===== src/rtl/catch_judge_pkg.sv =====
// Shared encodings, screen geometry and the box-overlap helper for the catch/miss judge.
package catch_judge_pkg;

  typedef enum logic [1:0] {
    ST_IDLE   = 2'b00,
    ST_PLAY   = 2'b01,
    ST_FREEZE = 2'b10,
    ST_OVER   = 2'b11
  } state_t;

  localparam int SCR_W          = 640;
  localparam int SCR_H          = 480;
  localparam int COORD_W        = $clog2(SCR_W) + 2;
  localparam int CMP_W          = COORD_W + 1;
  localparam int DEF_OBJ_W      = 40;
  localparam int DEF_OBJ_FLOOR  = SCR_H - DEF_OBJ_W;
  localparam int DEF_PLY_W      = 80;
  localparam int DEF_PLY_H      = 20;
  localparam int DEF_LIVES_INIT = 3;

  // One extra bit on every operand so edge + length can never wrap.
  function automatic logic spans_overlap(input logic [CMP_W-1:0] a0,
                                         input logic [CMP_W-1:0] a_len,
                                         input logic [CMP_W-1:0] b0,
                                         input logic [CMP_W-1:0] b_len);
    return (a0 < b0 + b_len) && (b0 < a0 + a_len);
  endfunction

endpackage


===== src/rtl/catch_judge_if.sv =====
// Signal bundle between the object/paddle sources, the judge and the VGA overlay.
interface catch_judge_if;
  import catch_judge_pkg::*;

  logic               start;
  logic [COORD_W-1:0] obj_x;
  logic [COORD_W-1:0] obj_y;
  logic               end_show;
  logic [COORD_W-1:0] player_x;
  logic [COORD_W-1:0] player_y;
  logic               freeze;
  logic               hit;
  logic               miss;
  logic [15:0]        score_bcd;
  logic [1:0]         lives;
  logic [1:0]         state;
  logic               won;

  modport master (
    output start, obj_x, obj_y, end_show, player_x, player_y,
    input  freeze, hit, miss, score_bcd, lives, state, won
  );

  modport slave (
    input  start, obj_x, obj_y, end_show, player_x, player_y,
    output freeze, hit, miss, score_bcd, lives, state, won
  );
endinterface


===== src/rtl/catch_judge_bcd_cnt4.sv =====
// Four-digit BCD score counter: synchronous clear, +1 on inc, sticks at 9999.
module catch_judge_bcd_cnt4 (
  input  logic        clk,
  input  logic        rst,
  input  logic        clr,
  input  logic        inc,
  output logic [15:0] bcd
);

  logic [15:0] r_bcd;

  function automatic logic [15:0] bcd_sat_inc(input logic [15:0] v);
    logic [15:0] r;
    logic        carry;
    r     = v;
    carry = 1'b1;
    if (v == 16'h9999) return v;
    for (int d = 0; d < 4; d++) begin
      if (carry) begin
        if (r[4*d +: 4] == 4'd9) begin
          r[4*d +: 4] = 4'd0;
        end else begin
          r[4*d +: 4] = r[4*d +: 4] + 4'd1;
          carry       = 1'b0;
        end
      end
    end
    return r;
  endfunction

  always_ff @(posedge clk or posedge rst) begin
    if (rst) begin
      r_bcd <= '0;
    end else if (clr) begin
      r_bcd <= '0;
    end else if (inc) begin
      r_bcd <= bcd_sat_inc(r_bcd);
    end
  end

  assign bcd = r_bcd;

endmodule


===== src/rtl/catch_judge.sv =====
// Game-rule stage: detects catches and misses of the falling object, keeps score/lives
// and runs the IDLE/PLAY/FREEZE/OVER game flow; freeze holds the object source.
module catch_judge
  import catch_judge_pkg::*;
#(
  parameter int OBJ_W      = DEF_OBJ_W,
  parameter int PLY_W      = DEF_PLY_W,
  parameter int PLY_H      = DEF_PLY_H,
  parameter int OBJ_FLOOR  = DEF_OBJ_FLOOR,
  parameter int LIVES_INIT = DEF_LIVES_INIT,
  parameter int FREEZE_CYC = 25000000
) (
  input  logic          clk,
  input  logic          rst,
  catch_judge_if.slave  bus
);

  localparam int               CNT_W    = (FREEZE_CYC > 1) ? $clog2(FREEZE_CYC) : 1;
  localparam logic [CNT_W-1:0] CNT_LOAD = CNT_W'(FREEZE_CYC - 1);

  state_t             r_state, w_state_nxt;
  logic [CNT_W-1:0]   r_frz_cnt, w_frz_cnt_nxt;
  logic [1:0]         r_lives, w_lives_nxt;
  logic               r_won, w_won_nxt;
  logic               r_hit, w_hit_nxt;
  logic               r_miss, w_miss_nxt;
  logic               r_caught, w_caught_nxt;
  logic               r_ov_q;
  logic               r_start_q;
  logic [COORD_W-1:0] r_prev_y;

  logic        w_overlap;
  logic        w_wrap;
  logic        w_catch;
  logic        w_start_rise;
  logic        w_score_clr;
  logic        w_score_inc;
  logic [15:0] w_score_bcd;

  assign w_overlap = spans_overlap({1'b0, bus.obj_x}, CMP_W'(OBJ_W),
                                   {1'b0, bus.player_x}, CMP_W'(PLY_W))
                  && spans_overlap({1'b0, bus.obj_y}, CMP_W'(OBJ_W),
                                   {1'b0, bus.player_y}, CMP_W'(PLY_H));

  assign w_wrap       = (r_prev_y == COORD_W'(OBJ_FLOOR)) && (bus.obj_y == '0);
  assign w_start_rise = bus.start && !r_start_q;

  // A caught flag still set at the wrap belongs to the previous object, so it must
  // not mask an overlap that starts on the very cycle the new object appears.
  assign w_catch = (r_state == ST_PLAY) && w_overlap && !r_ov_q && !(r_caught && !w_wrap);

  always_comb begin
    w_state_nxt   = r_state;
    w_frz_cnt_nxt = r_frz_cnt;
    w_lives_nxt   = r_lives;
    w_won_nxt     = r_won;
    w_hit_nxt     = 1'b0;
    w_miss_nxt    = 1'b0;
    w_score_clr   = 1'b0;
    w_score_inc   = 1'b0;
    w_caught_nxt  = r_caught;

    if (w_catch) begin
      w_caught_nxt = 1'b1;
    end else if (w_wrap) begin
      w_caught_nxt = 1'b0;
    end

    case (r_state)
      ST_IDLE: begin
        if (bus.start) begin
          w_state_nxt  = ST_PLAY;
          w_score_clr  = 1'b1;
          w_lives_nxt  = 2'(LIVES_INIT);
          w_won_nxt    = 1'b0;
          w_caught_nxt = 1'b0;
        end
      end
      ST_PLAY: begin
        if (w_catch) begin
          w_hit_nxt     = 1'b1;
          w_score_inc   = 1'b1;
          w_frz_cnt_nxt = CNT_LOAD;
          w_state_nxt   = ST_FREEZE;
        end
        // end of sequence outranks a miss; a same-cycle catch has still scored above
        if (bus.end_show) begin
          w_state_nxt = ST_OVER;
          w_won_nxt   = (r_lives != 2'd0);
        end else if (w_wrap && !r_caught && !w_catch) begin
          w_miss_nxt = 1'b1;
          if (r_lives != 2'd0) w_lives_nxt = r_lives - 2'd1;
          if (r_lives <= 2'd1) begin
            w_state_nxt = ST_OVER;
            w_won_nxt   = 1'b0;
          end
        end
      end
      ST_FREEZE: begin
        if (bus.end_show) begin
          w_state_nxt = ST_OVER;
          w_won_nxt   = 1'b1;
        end else if (r_frz_cnt == '0) begin
          w_state_nxt = ST_PLAY;
        end else begin
          w_frz_cnt_nxt = r_frz_cnt - CNT_W'(1);
        end
      end
      ST_OVER: begin
        if (w_start_rise) w_state_nxt = ST_IDLE;
      end
      default: begin
        w_state_nxt = ST_IDLE;
      end
    endcase
  end

  always_ff @(posedge clk or posedge rst) begin
    if (rst) begin
      r_state   <= ST_IDLE;
      r_frz_cnt <= '0;
      r_lives   <= 2'(LIVES_INIT);
      r_won     <= 1'b0;
      r_hit     <= 1'b0;
      r_miss    <= 1'b0;
      r_caught  <= 1'b0;
      r_ov_q    <= 1'b0;
      r_start_q <= 1'b0;
      r_prev_y  <= '0;
    end else begin
      r_state   <= w_state_nxt;
      r_frz_cnt <= w_frz_cnt_nxt;
      r_lives   <= w_lives_nxt;
      r_won     <= w_won_nxt;
      r_hit     <= w_hit_nxt;
      r_miss    <= w_miss_nxt;
      r_caught  <= w_caught_nxt;
      r_ov_q    <= w_overlap;
      r_start_q <= bus.start;
      r_prev_y  <= bus.obj_y;
    end
  end

  catch_judge_bcd_cnt4 u_score (
    .clk (clk),
    .rst (rst),
    .clr (w_score_clr),
    .inc (w_score_inc),
    .bcd (w_score_bcd)
  );

  assign bus.freeze    = (r_state != ST_PLAY);
  assign bus.hit       = r_hit;
  assign bus.miss      = r_miss;
  assign bus.score_bcd = w_score_bcd;
  assign bus.lives     = r_lives;
  assign bus.state     = r_state;
  assign bus.won       = r_won;

endmodule


===== src/flat_wrapper.sv =====
// flat-port wrapper written by rule: the top's interface ports become plain ports
module catch_judge_flat import catch_judge_pkg::*;
#(
  parameter int OBJ_W      = DEF_OBJ_W,
  parameter int PLY_W      = DEF_PLY_W,
  parameter int PLY_H      = DEF_PLY_H,
  parameter int OBJ_FLOOR  = DEF_OBJ_FLOOR,
  parameter int LIVES_INIT = DEF_LIVES_INIT,
  parameter int FREEZE_CYC = 25000000
)
  (clk, rst, bus_start, bus_obj_x, bus_obj_y, bus_end_show, bus_player_x, bus_player_y, bus_freeze, bus_hit, bus_miss, bus_score_bcd, bus_lives, bus_state, bus_won);
  catch_judge_if bus_i ();
  input  logic clk;
  input  logic rst;
  input wire logic [$bits(bus_i.start)-1:0] bus_start;
  input wire logic [$bits(bus_i.obj_x)-1:0] bus_obj_x;
  input wire logic [$bits(bus_i.obj_y)-1:0] bus_obj_y;
  input wire logic [$bits(bus_i.end_show)-1:0] bus_end_show;
  input wire logic [$bits(bus_i.player_x)-1:0] bus_player_x;
  input wire logic [$bits(bus_i.player_y)-1:0] bus_player_y;
  output wire logic [$bits(bus_i.freeze)-1:0] bus_freeze;
  output wire logic [$bits(bus_i.hit)-1:0] bus_hit;
  output wire logic [$bits(bus_i.miss)-1:0] bus_miss;
  output wire logic [$bits(bus_i.score_bcd)-1:0] bus_score_bcd;
  output wire logic [$bits(bus_i.lives)-1:0] bus_lives;
  output wire logic [$bits(bus_i.state)-1:0] bus_state;
  output wire logic [$bits(bus_i.won)-1:0] bus_won;
  assign bus_i.start = bus_start;
  assign bus_i.obj_x = bus_obj_x;
  assign bus_i.obj_y = bus_obj_y;
  assign bus_i.end_show = bus_end_show;
  assign bus_i.player_x = bus_player_x;
  assign bus_i.player_y = bus_player_y;
  assign bus_freeze = bus_i.freeze;
  assign bus_hit = bus_i.hit;
  assign bus_miss = bus_i.miss;
  assign bus_score_bcd = bus_i.score_bcd;
  assign bus_lives = bus_i.lives;
  assign bus_state = bus_i.state;
  assign bus_won = bus_i.won;
  catch_judge #(.OBJ_W(OBJ_W), .PLY_W(PLY_W), .PLY_H(PLY_H), .OBJ_FLOOR(OBJ_FLOOR), .LIVES_INIT(LIVES_INIT), .FREEZE_CYC(FREEZE_CYC)) u_core (.clk(clk), .rst(rst), .bus(bus_i));
endmodule

===== config.mk =====
export PLATFORM = sky130hd
export DESIGN_NAME = catch_judge_flat
export DESIGN_NICKNAME = d
export VERILOG_FILES = /design/src/rtl/catch_judge_pkg.sv /design/src/rtl/catch_judge_if.sv /design/src/rtl/catch_judge_bcd_cnt4.sv /design/src/rtl/catch_judge.sv /design/src/flat_wrapper.sv
export SDC_FILE = /design/constraint.sdc
export NUM_CORES = 1
export LEC_CHECK = 0
export BUFFER_PORTS_ARGS = -buffer_cell sky130_fd_sc_hd__buf_2
export CAP_MARGIN = 40
export CORE_MARGIN = 2
export CORE_UTILIZATION = 58
export CTS_CLUSTER_DIAMETER = 100
export CTS_CLUSTER_SIZE = 24
export DETAILED_ROUTE_END_ITERATION = 6
export GPL_TIMING_DRIVEN = 1
export PLACE_DENSITY_LB_ADDON = 0.12
export SLEW_MARGIN = 30
export SYNTH_ARGS = -nofsm -noshare
export SYNTH_HDL_FRONTEND = slang
export SYNTH_SLANG_ARGS = --single-unit
export TNS_END_PERCENT = 1

===== constraint.sdc =====
create_clock -name clk -period 3.41 [get_ports clk]
set_clock_uncertainty 0.1 [all_clocks]
set_input_delay 0.682 -clock clk [delete_from_list [all_inputs] [get_ports clk]]
set_output_delay 0.682 -clock clk [all_outputs]
set_load 0.01 [all_outputs]

Word level (Yosys, flattened, before mapping)
Index checks and enable logic that the tools add are counted.
- bits in registers: 63
- latch bits: 0
- RAM bits: 0
- ROM bits: 0
- memories kept: 0
- add/sub/neg operators: 10
- $mul: 0
- div/mod/pow operators: 0
- $lt $le $gt $ge: 5
- eq/ne operators: 23
- shifts and indexed selects: 0
- mux-type cells: 62
- bitwise gates (word level): 0
- reduce and logical (&&, ||, !) cells: 36
- operators with widths (cell ; count):
    25-bit 2-to-1 mux ; 3
    12-bit by 13-bit less-than comparator with 1-bit output ; 4
    25-bit case mux with 2 select lines ; 1
    16-bit 2-to-1 mux ; 3
    1-bit 2-to-1 mux ; 33
    4-bit 2-to-1 mux ; 7
    12-bit by 6-bit adder with 13-bit output (second input constant) ; 2
    25-bit logical NOT ; 1
    25-bit by 1-bit subtractor with 25-bit output (second input constant) ; 1
    2-bit 2-to-1 mux ; 12
    4-bit by 1-bit adder with 4-bit output (second input constant) ; 4
    16-bit == test (second input constant) ; 1
    4-bit == test (second input constant) ; 4
    2-bit != test (second input constant) ; 7
    12-bit by 5-bit adder with 13-bit output (second input constant) ; 1
    12-bit by 7-bit adder with 13-bit output (second input constant) ; 1
    12-bit by 9-bit == test with 1-bit output (second input constant) ; 1
    12-bit logical NOT ; 1
    3-bit AND reduction ; 4
    3-bit nonzero test ; 4
    1-bit logical AND ; 11
    5-bit AND reduction ; 2
    3-bit != test (second input constant) ; 3
    2-bit case mux with 4 select lines ; 1
    other kinds (13) ; 24

Logic depth before layout (Yosys ltp)
Gate-level depths: netlist (run 1).
- depth in word-level cells: 26
- depth in mapped cells: 14
- mapped depth without buffers: 13

Cells and area by module
Synthesis (run 1) repeated with hierarchy kept, for this count alone.
- cells, all modules: 558
- area total of the unflattened synthesis: 4991.0 um^2
- modules (own cells, without submodules) (module ; instances ; cells each ; area each (um^2) ; sequential area each (um^2)):
    catch_judge ; 1 ; 448 ; 3945.0 ; 1178.6
    catch_judge_bcd_cnt4 ; 1 ; 110 ; 1046.0 ; 400.4

Worst setup path after synthesis (run 1)
OpenSTA, ideal clock, no wires.
- path type: input port to flip-flop
- start point: input bus_player_y[2]
- end point: register u_core.r_frz_cnt[16]
- setup time: 0.136 ns
- arrival time: 3.650 ns
- setup slack: -0.477 ns
- stages on the path: 13
- buffers on the path: 1
- cells stage by stage: ha_1 o2111ai_1 xor2_1 ha_1 a2111oi_0 o21ai_0 a21o_1 o2111ai_1 nand4b_4 o31a_2 buf_2 o31ai_1 or3b_2
- longest elaborated chain between the ends: 9
- ends and longest elaborated chain (what ; RTL line ; RTL):
    from (decl) ; flat_wrapper.sv:20 ; input wire logic [$bits(bus_i.player_y)-1:0] bus_player_y;
    12-bit by 5-bit adder with 13-bit output ; catch_judge_pkg.sv:26 ; return (a0 < b0 + b_len) && (b0 < a0 + a_len);
    12-bit by 13-bit less-than comparator with 1-bit output ; catch_judge_pkg.sv:26 ;
    1-bit logical AND (*) ; catch_judge_pkg.sv:26 ;
    1-bit logical AND (*) ; catch_judge.sv:42 ; && spans_overlap({1'b0, bus.obj_y}, CMP_W'(OBJ_W),
    1-bit logical AND (*) (3 in a row) ; catch_judge.sv:50 ; assign w_catch = (r_state == ST_PLAY) && w_overlap && !r_ov_q && !(r_caught && !w_wrap);
    2-bit by 1-bit != test with 1-bit output (no source line) (*) ; -- ;
    4-bit AND reduction (no source line) (*) ; -- ;
    to (signal assigned) ; catch_judge.sv:132 ; r_frz_cnt <= w_frz_cnt_nxt;
    to (decl) ; catch_judge.sv:22 ; logic [CNT_W-1:0] r_frz_cnt, w_frz_cnt_nxt;
Every way passes the cells marked *; elsewhere a longest branch is shown, timed or not.
A chain may end at the register's enable or synchronous reset.

Worst setup path in the final report (run 1)
- start point: input bus_player_y[3]
- end point: register u_core.r_frz_cnt[16]
Same word-level chain as after synthesis.

==> results of run 1 <==
## cells in the mapped netlist, drive strengths merged, types with 3 or more instances
library cell	number	area [um2]
o2111ai	8	82.6
xnor2	9	78.8
ha	65	813
xor2	19	166
buf	3	15.0
or4	7	52.6
and3	11	68.8
nor2	38	143
nor2b	7	43.8
a31oi	6	37.5
nor4	15	106
a41oi	4	35.0
or3	15	98.8
nand2b	6	37.5
nand3	24	120
or3b	3	26.3
and4	5	43.8
nor3b	4	30.0
clkbuf	8	30.0
mux2i	11	110
a21oi	31	155
dfrtp	61	1530
o211ai	4	30.0
nand2	52	195
a21o	6	45.0
nand4	4	31.3
inv	33	124
o31ai	11	82.6
nand4b	5	58.8
o21ai	38	190
nor3	13	65.1
a211oi	5	37.5
or2	9	56.3
## worst max-delay path: cells and delay by family
kind            cells  cell delay [ps]
fa+ha+maj           2              460
compound gates      7             1550
simple gates        2              580
buf+inv             1              100
xor+xnor            1              180
## state kept, by name, indices dropped and copies added, names as in the netlist
register,cells
u_core.r_start_q,1
u_core.r_caught,1
u_core.r_ov_q,1
u_core.r_prev_y,12
u_core.bus.state,2
u_core.bus.lives,2
u_core.r_frz_cnt,25
u_core.bus.hit,1
u_core.u_score.bcd,16
u_core.bus.won,1
u_core.bus.miss,1
## final timing paths
kind,from,slack (ps),end,cells past startpoint
min in group clk,bus_obj_y[0],380,u_core.r_prev_y[0],1
max in group asynchronous,rst,2410,u_core.u_score.bcd[14],4
max,bus_player_y[3],-40,u_core.r_frz_cnt[16],13
min reg2reg,u_core.r_frz_cnt[6],470,u_core.r_frz_cnt[6],2
max reg2reg,u_core.r_frz_cnt[5],240,u_core.r_frz_cnt[16],8
min,rst,140,u_core.r_frz_cnt[9],2
## cell usage in the layout, fill, tap and decap left out, types with 19 or more instances in the layout
cell,instances
xor2_1,19
a21oi_1,22
nand2_1,49
nand3_1,23
ha_1,61
dfrtp_1,61
inv_1,32
buf_2,73
buf_4,64
nor2_1,38
o21ai_0,29
## per-layer routing
| metal | global-route usage (%) | part of all wire [%] | routed length (um) |
|---|---|---|---|
| met3 | 3.96 | 5.0 | 652 |
| met5 | 0 | 0 | 0 |
| met1 | 37.2 | 44 | 5740 |
| met4 | 9.51 | 1.4 | 189 |
| met2 | 47.8 | 50 | 6550 |
## cell families after synthesis
kind of cell	share of synthesized area, %
mux	2.40
buf+inv	3.34
simple gates	24.5
compound gates	17.6
flops	31.2
xor+xnor	4.85
fa+ha+maj	16.1
## final cells by class
type / count / share of cell area [%]
clock buffer: 11 / 2.27
multi-input combinational: 465 / 54.8
sequential: 63 / 23.7
inverter: 33 / 1.86
timing repair buffer: 145 / 14.2
clock inverter: 5 / 1.20
tap: 108 / 2.03
## through the flow
stage / hold slack, ps / utilization (%) / power (uW)
after floorplan: 391 / - / 1560
after global placement: 433 / 71.1 / 1950
after detailed placement: 446 / 71.1 / 1980
after CTS: 372 / 74.8 / 2790
after global routing: 132 / 77.6 / 3090
final: 139 / 77.6 / 2920
## power by group through the flow
stage	Sequential, uW	Combinational (uW)	Clock (uW)
floorplan	857	708	0
global placement	850	1100	0
CTS	841	1200	756
finish	840	1330	749
detailed placement	855	1130	0
global route	849	1450	789
## what timing repair did
action	CTS	global route
gates resized for setup	10	52
setup endpoints to repair	12	44
cloned	2	0
endpoints found under the hold margin	0	0
pin swaps	9	25
setup buffers	1	0
==> summary.txt, run 1 <==
Status
  • Outcome: complete, but fails checks
  • Failing checks: setup timing

Timing
  • Final hold viol count: 0
  • Endpoints failing setup: 2
  • Achievable Freq: 290 MHz
  • Worst-Margin Slew: 740 ps
  • Final period util: 101%
  • Final WS setup: -41.8 ps
  • RSZ-0062 raised after global routing: yes
  • Fin. max-slew vios: 0
  • Max_slew headroom: 50.3%
  • Tmin final: 3450 ps
  • Fin Setup TNS: -45.4 ps

Layout
  • Ratio of cells with drive above 1 in the final layout: 32.3%
  • Multi-input logic area: 3650 um2
  • Final std cells w/o fill: 830
  • Register Area: 1580 um2
  • Antenna Cells: 0
  • Filler cells: 595
  • Post-layout net count: 834
  • Final instance area: 6670 um2
  • Area growth from synthesis to final layout: 32.0%

Critical path
  • Crit-path cells: buf_8 -> ha_4 -> o2111ai_4 -> xor2_1 -> ha_1 -> a2111oi_4 -> o21ai_1 -> a21o_1 -> o2111ai_2 -> nand4b_4 -> o31a_4 -> o31ai_4 -> or3b_4
  • Critical path peak fanout: 5
  • Slowest-stage cell, CP: o31a_4
  • Crit end category: flop
  • Crit Path Category: in -> reg
  • Worst path arrival time: 3580 ps
  • Crit path required time: 3540 ps
  • Crit start category: input pin
  • CP peak stage delay: 440 ps

Placed design
  • # placed instances: 810
  • Hpwl dp: 9620 um
  • Number of port buffers: 75
  • Placed Area: 6110 um2
  • GP Congestion: 0.892
  • Post-place setup slack: -471 ps

Min path
  • Worst hold path type: in -> async

Synth
  • Post-synthesis cell count: 570
  • Ys async rst share: 100%
  • Sequential fraction of the synthesis area: 31.2%
  • Top FF cell, synth: dfrtp_1
  • Syn Std Cell Area: 5050 um2
  • Number of synthesized flops with an enable pin: 0
  • FF+latch count, synth: 63
  • Avg Inst Size Synth: 8.87 um2
  • Yosys cell types: 62
  • Syn_nets: 687
  • Warnings, synthesis: 0

Floorplan
  • Row cnt: 34
  • Initial Util: 58.8%
  • # IOs: 76
  • Core Region: 8590 um2
  • Die Wd: 97.3 um
  • Die ar.: 9480 um2
  • Die span in y: 97.3 um

Clocking
  • Hold buffers post-CTS: 0
  • Cts bufs inserted: 9
  • Clock Pin Slew Worst Setup and Hold Paths: 70 ps
  • Root Driver: clkbuf_8
  • # H-tree levels: 3
  • Clk sinks: 63
  • CTS tree: yes
  • Clock buffer depth: 2
  • Clock Latency Late Sink: 350 ps

Pwr
  • Worst IR drop on VDD: 261 uV
  • P_leak: 0.00308 uW
  • Pint: 1780 uW
  • Sw Share: 39.0%
  • Clock power share: 25.7%
  • Switching power: 1140 uW
  • Sequential share of power: 28.8%
  • Power Density: 438 nW/um2
  • Logic pwr share: 45.5%

Global routing
  • First-pass GRT wire length: 22300 um
  • GR Util All Layers: 28.2%
  • Vias in the first global route: 4878
  • Congestion Overflow GR: 0
  • Antenna violations before repair: 0
  • Pin count of the biggest net entering global routing: 38

Route
  • Initial DRT Pass Iterations: 5
  • Iteration-0 DRC count of the detailed router: 345
  • Final ANT Viol Nets: 0
  • Routed vias: 4977
  • Residual DRC: 0
  • Detailed Route WL: 13100 um
  • Drt wl/cell: 15.8 um
  • Vias per cell: 6.00

Run
  • Max Cap Viol: 0
(Power assumes the default switching activity.)
==> run 2: changes to the inputs <==
--- a/config.mk
+++ b/config.mk
@@ -5,7 +5,7 @@
 export SDC_FILE = /design/constraint.sdc
 export NUM_CORES = 1
 export LEC_CHECK = 0
-export BUFFER_PORTS_ARGS = -buffer_cell sky130_fd_sc_hd__buf_2
+export BUFFER_PORTS_ARGS = -buffer_cell sky130_fd_sc_hd__clkbuf_2
 export CAP_MARGIN = 40
 export CORE_MARGIN = 2
 export CORE_UTILIZATION = 58
==> summary.txt, run 2 (same netlist as run 1, synthesis figures left out) <==
Route
  • Initial DRT Pass Iterations: 5
  • Final ANT Viol Nets: 0
  • Detailed Route WL: 13500 um
  • Routed vias: 4996
  • Drt wl/cell: 16.1 um
  • Iteration-0 DRC count of the detailed router: 264
  • Vias per cell: 5.98
  • Residual DRC: 0

Timing
  • RSZ-0062 raised after global routing: yes
  • Achievable Freq: 293 MHz
  • Worst-Margin Slew: 757 ps
  • Tmin final: 3410 ps
  • Final hold viol count: 0
  • Final WS setup: -3.90 ps
  • Fin. max-slew vios: 0
  • Max_slew headroom: 49.2%
  • Endpoints failing setup: 1
  • Fin Setup TNS: -3.90 ps
  • Final period util: 100%

Floorplan
  • Die Wd: 97.3 um
  • Core Region: 8590 um2
  • Initial Util: 58.8%
  • Row cnt: 34
  • # IOs: 76
  • Die ar.: 9480 um2
  • Die span in y: 97.3 um

Critical path
  • Crit Reg-Reg Startpoint: u_core.bus.state[0]
  • Reg-to-reg slack, setup: 280 ps
  • Reg2Reg Depth: 8
  • Critical path peak fanout: 7
  • Worst path arrival time: 3590 ps
  • Crit Path Category: in -> reg
  • Crit path required time: 3580 ps
  • Crit start category: input pin
  • Crit end category: flop
  • Worst reg2reg path endpoint: u_core.r_frz_cnt[16]

Min path
  • Worst hold path type: in -> async

Clocking
  • Clk sinks: 63
  • Clock buffer depth: 2
  • # H-tree levels: 3
  • Clock Latency Late Sink: 350 ps
  • Clock Pin Slew Worst Setup and Hold Paths: 80 ps
  • CTS tree: yes
  • Cts bufs inserted: 9
  • Hold buffers post-CTS: 0
  • Root Driver: clkbuf_8

Layout
  • Most frequent cells in the layout: clkbuf_2, buf_4, ha_1
  • Largest register FFs: 25
  • Final core utilization: 76.8%
  • Antenna Cells: 0
  • Post-layout net count: 840
  • Ratio of cells with drive above 1 in the final layout: 31.5%
  • Final std cells w/o fill: 836
  • Biggest register: u_core.r_frz_cnt
  • Area growth from synthesis to final layout: 30.6%
  • Most common cell after layout, fill and taps aside: clkbuf_2

Run
  • Max Cap Viol: 0

Global routing
  • First-pass GRT wire length: 23000 um
  • Antenna violations before repair: 0
  • Pin count of the biggest net entering global routing: 51
  • Met2 global-route usage: 50.1%
  • GRT Max-Usage Layer: met2
  • Grt met3 use: 4.32%
  • Congestion Overflow GR: 0
  • Vias in the first global route: 5057
  • Grt met1 use: 37.7%
  • GR Util All Layers: 29.1%

Placed design
  • Post-place setup slack: -434 ps
  • # placed instances: 813
  • GP Congestion: 0.909
  • Hpwl dp: 9980 um
  • Number of port buffers: 75

Pwr
  • Total design power: 2850 uW
  • Worst IR drop on VDD: 317 uV
  • P_leak: 0.00306 uW
  • Power Density: 431 nW/um2

Status
  • Outcome: complete, but fails checks
  • Failing checks: setup timing
[run 2: cell types whose count changed in the layout (fill, tap and decap cells not counted), moves of 2 or more]
| cell | previous run | this run |
|---|---|---|
| nor2_1 | 38 | 36 |
| o31ai_1 | 5 | 8 |
| o31ai_4 | 5 | 3 |
| nor2_2 | 0 | 2 |
| clkbuf_2 | 0 | 74 |
| ha_2 | 3 | 1 |
| buf_2 | 73 | 0 |
| o21ai_0 | 29 | 31 |
| buf_4 | 64 | 73 |
[run 2: final cells by class]
type | instances | area (um2)
flip-flops and latches | 63 | 1580
repair buffers | 153 | 995
inverters | 33 | 126
fillers | 579 | 1990
well taps | 108 | 135
clock buffers | 11 | 141
clock inverters | 5 | 57.6
multi-input cells | 463 | 3560
[run 2: power breakdown]
group / total (uW) / switching [uW] / internal (uW)
Clock: 660 / 304 / 356
Combinational: 1350 / 775 / 570
Sequential: 841 / 46.8 / 795
[run 2: worst max path at each step]
stage / startpoint / endpoint / slack (ps) / cells past startpoint
detailed placement: bus_player_y[2] / u_core.r_frz_cnt[7] / -430 / 14
CTS: bus_obj_y[3] / u_core.r_frz_cnt[17] / 1 / 14
global placement: bus_player_y[2] / u_core.r_frz_cnt[20] / -330 / 13
finish: bus_obj_y[3] / u_core.r_frz_cnt[17] / -4 / 14
global route: bus_player_y[2] / u_core.u_score.bcd[2] / -160 / 14
floorplan: bus_player_y[2] / u_core.u_score.bcd[2] / -210 / 13
[run 2: critical path: stages]
cell and delay [ps]:
clkbuf_2 120, ha_4 180, o21ai_2 130, xor2_1 180, ha_1 280, a21oi_1 150
nand2_1 60, a221o_1 330, a31oi_4 180, o31ai_4 110, o31a_4 420, buf_6 150
or4_1 470, a21oi_1 140
[run 2: layer usage]
layer | vias up | wire, um | share of wire [%]
met1 | 2355 | 5720 | 42
met3 | 30 | 748 | 5.5
met4 | 0 | 311 | 2.3
li1 | 2419 | - | -
met5 | - | 0 | 0
met2 | 192 | 6700 | 50
[run 2: metrics by stage]
step           cell area [um2]  hold WS [ps]
2_1_floorplan             5150           391
3_3_place_gp              6130           432
3_5_place_dp              6140           435
4_1_cts                   6480           346
5_1_grt                   6600           376
6_report                  6600           311
[run 2: repair_timing]
item | in CTS | in global routing
pin swaps | 16 | 9
endpoints found under the setup margin | 19 | 38
resized for setup | 19 | 29
setup buffers | 7 | 0
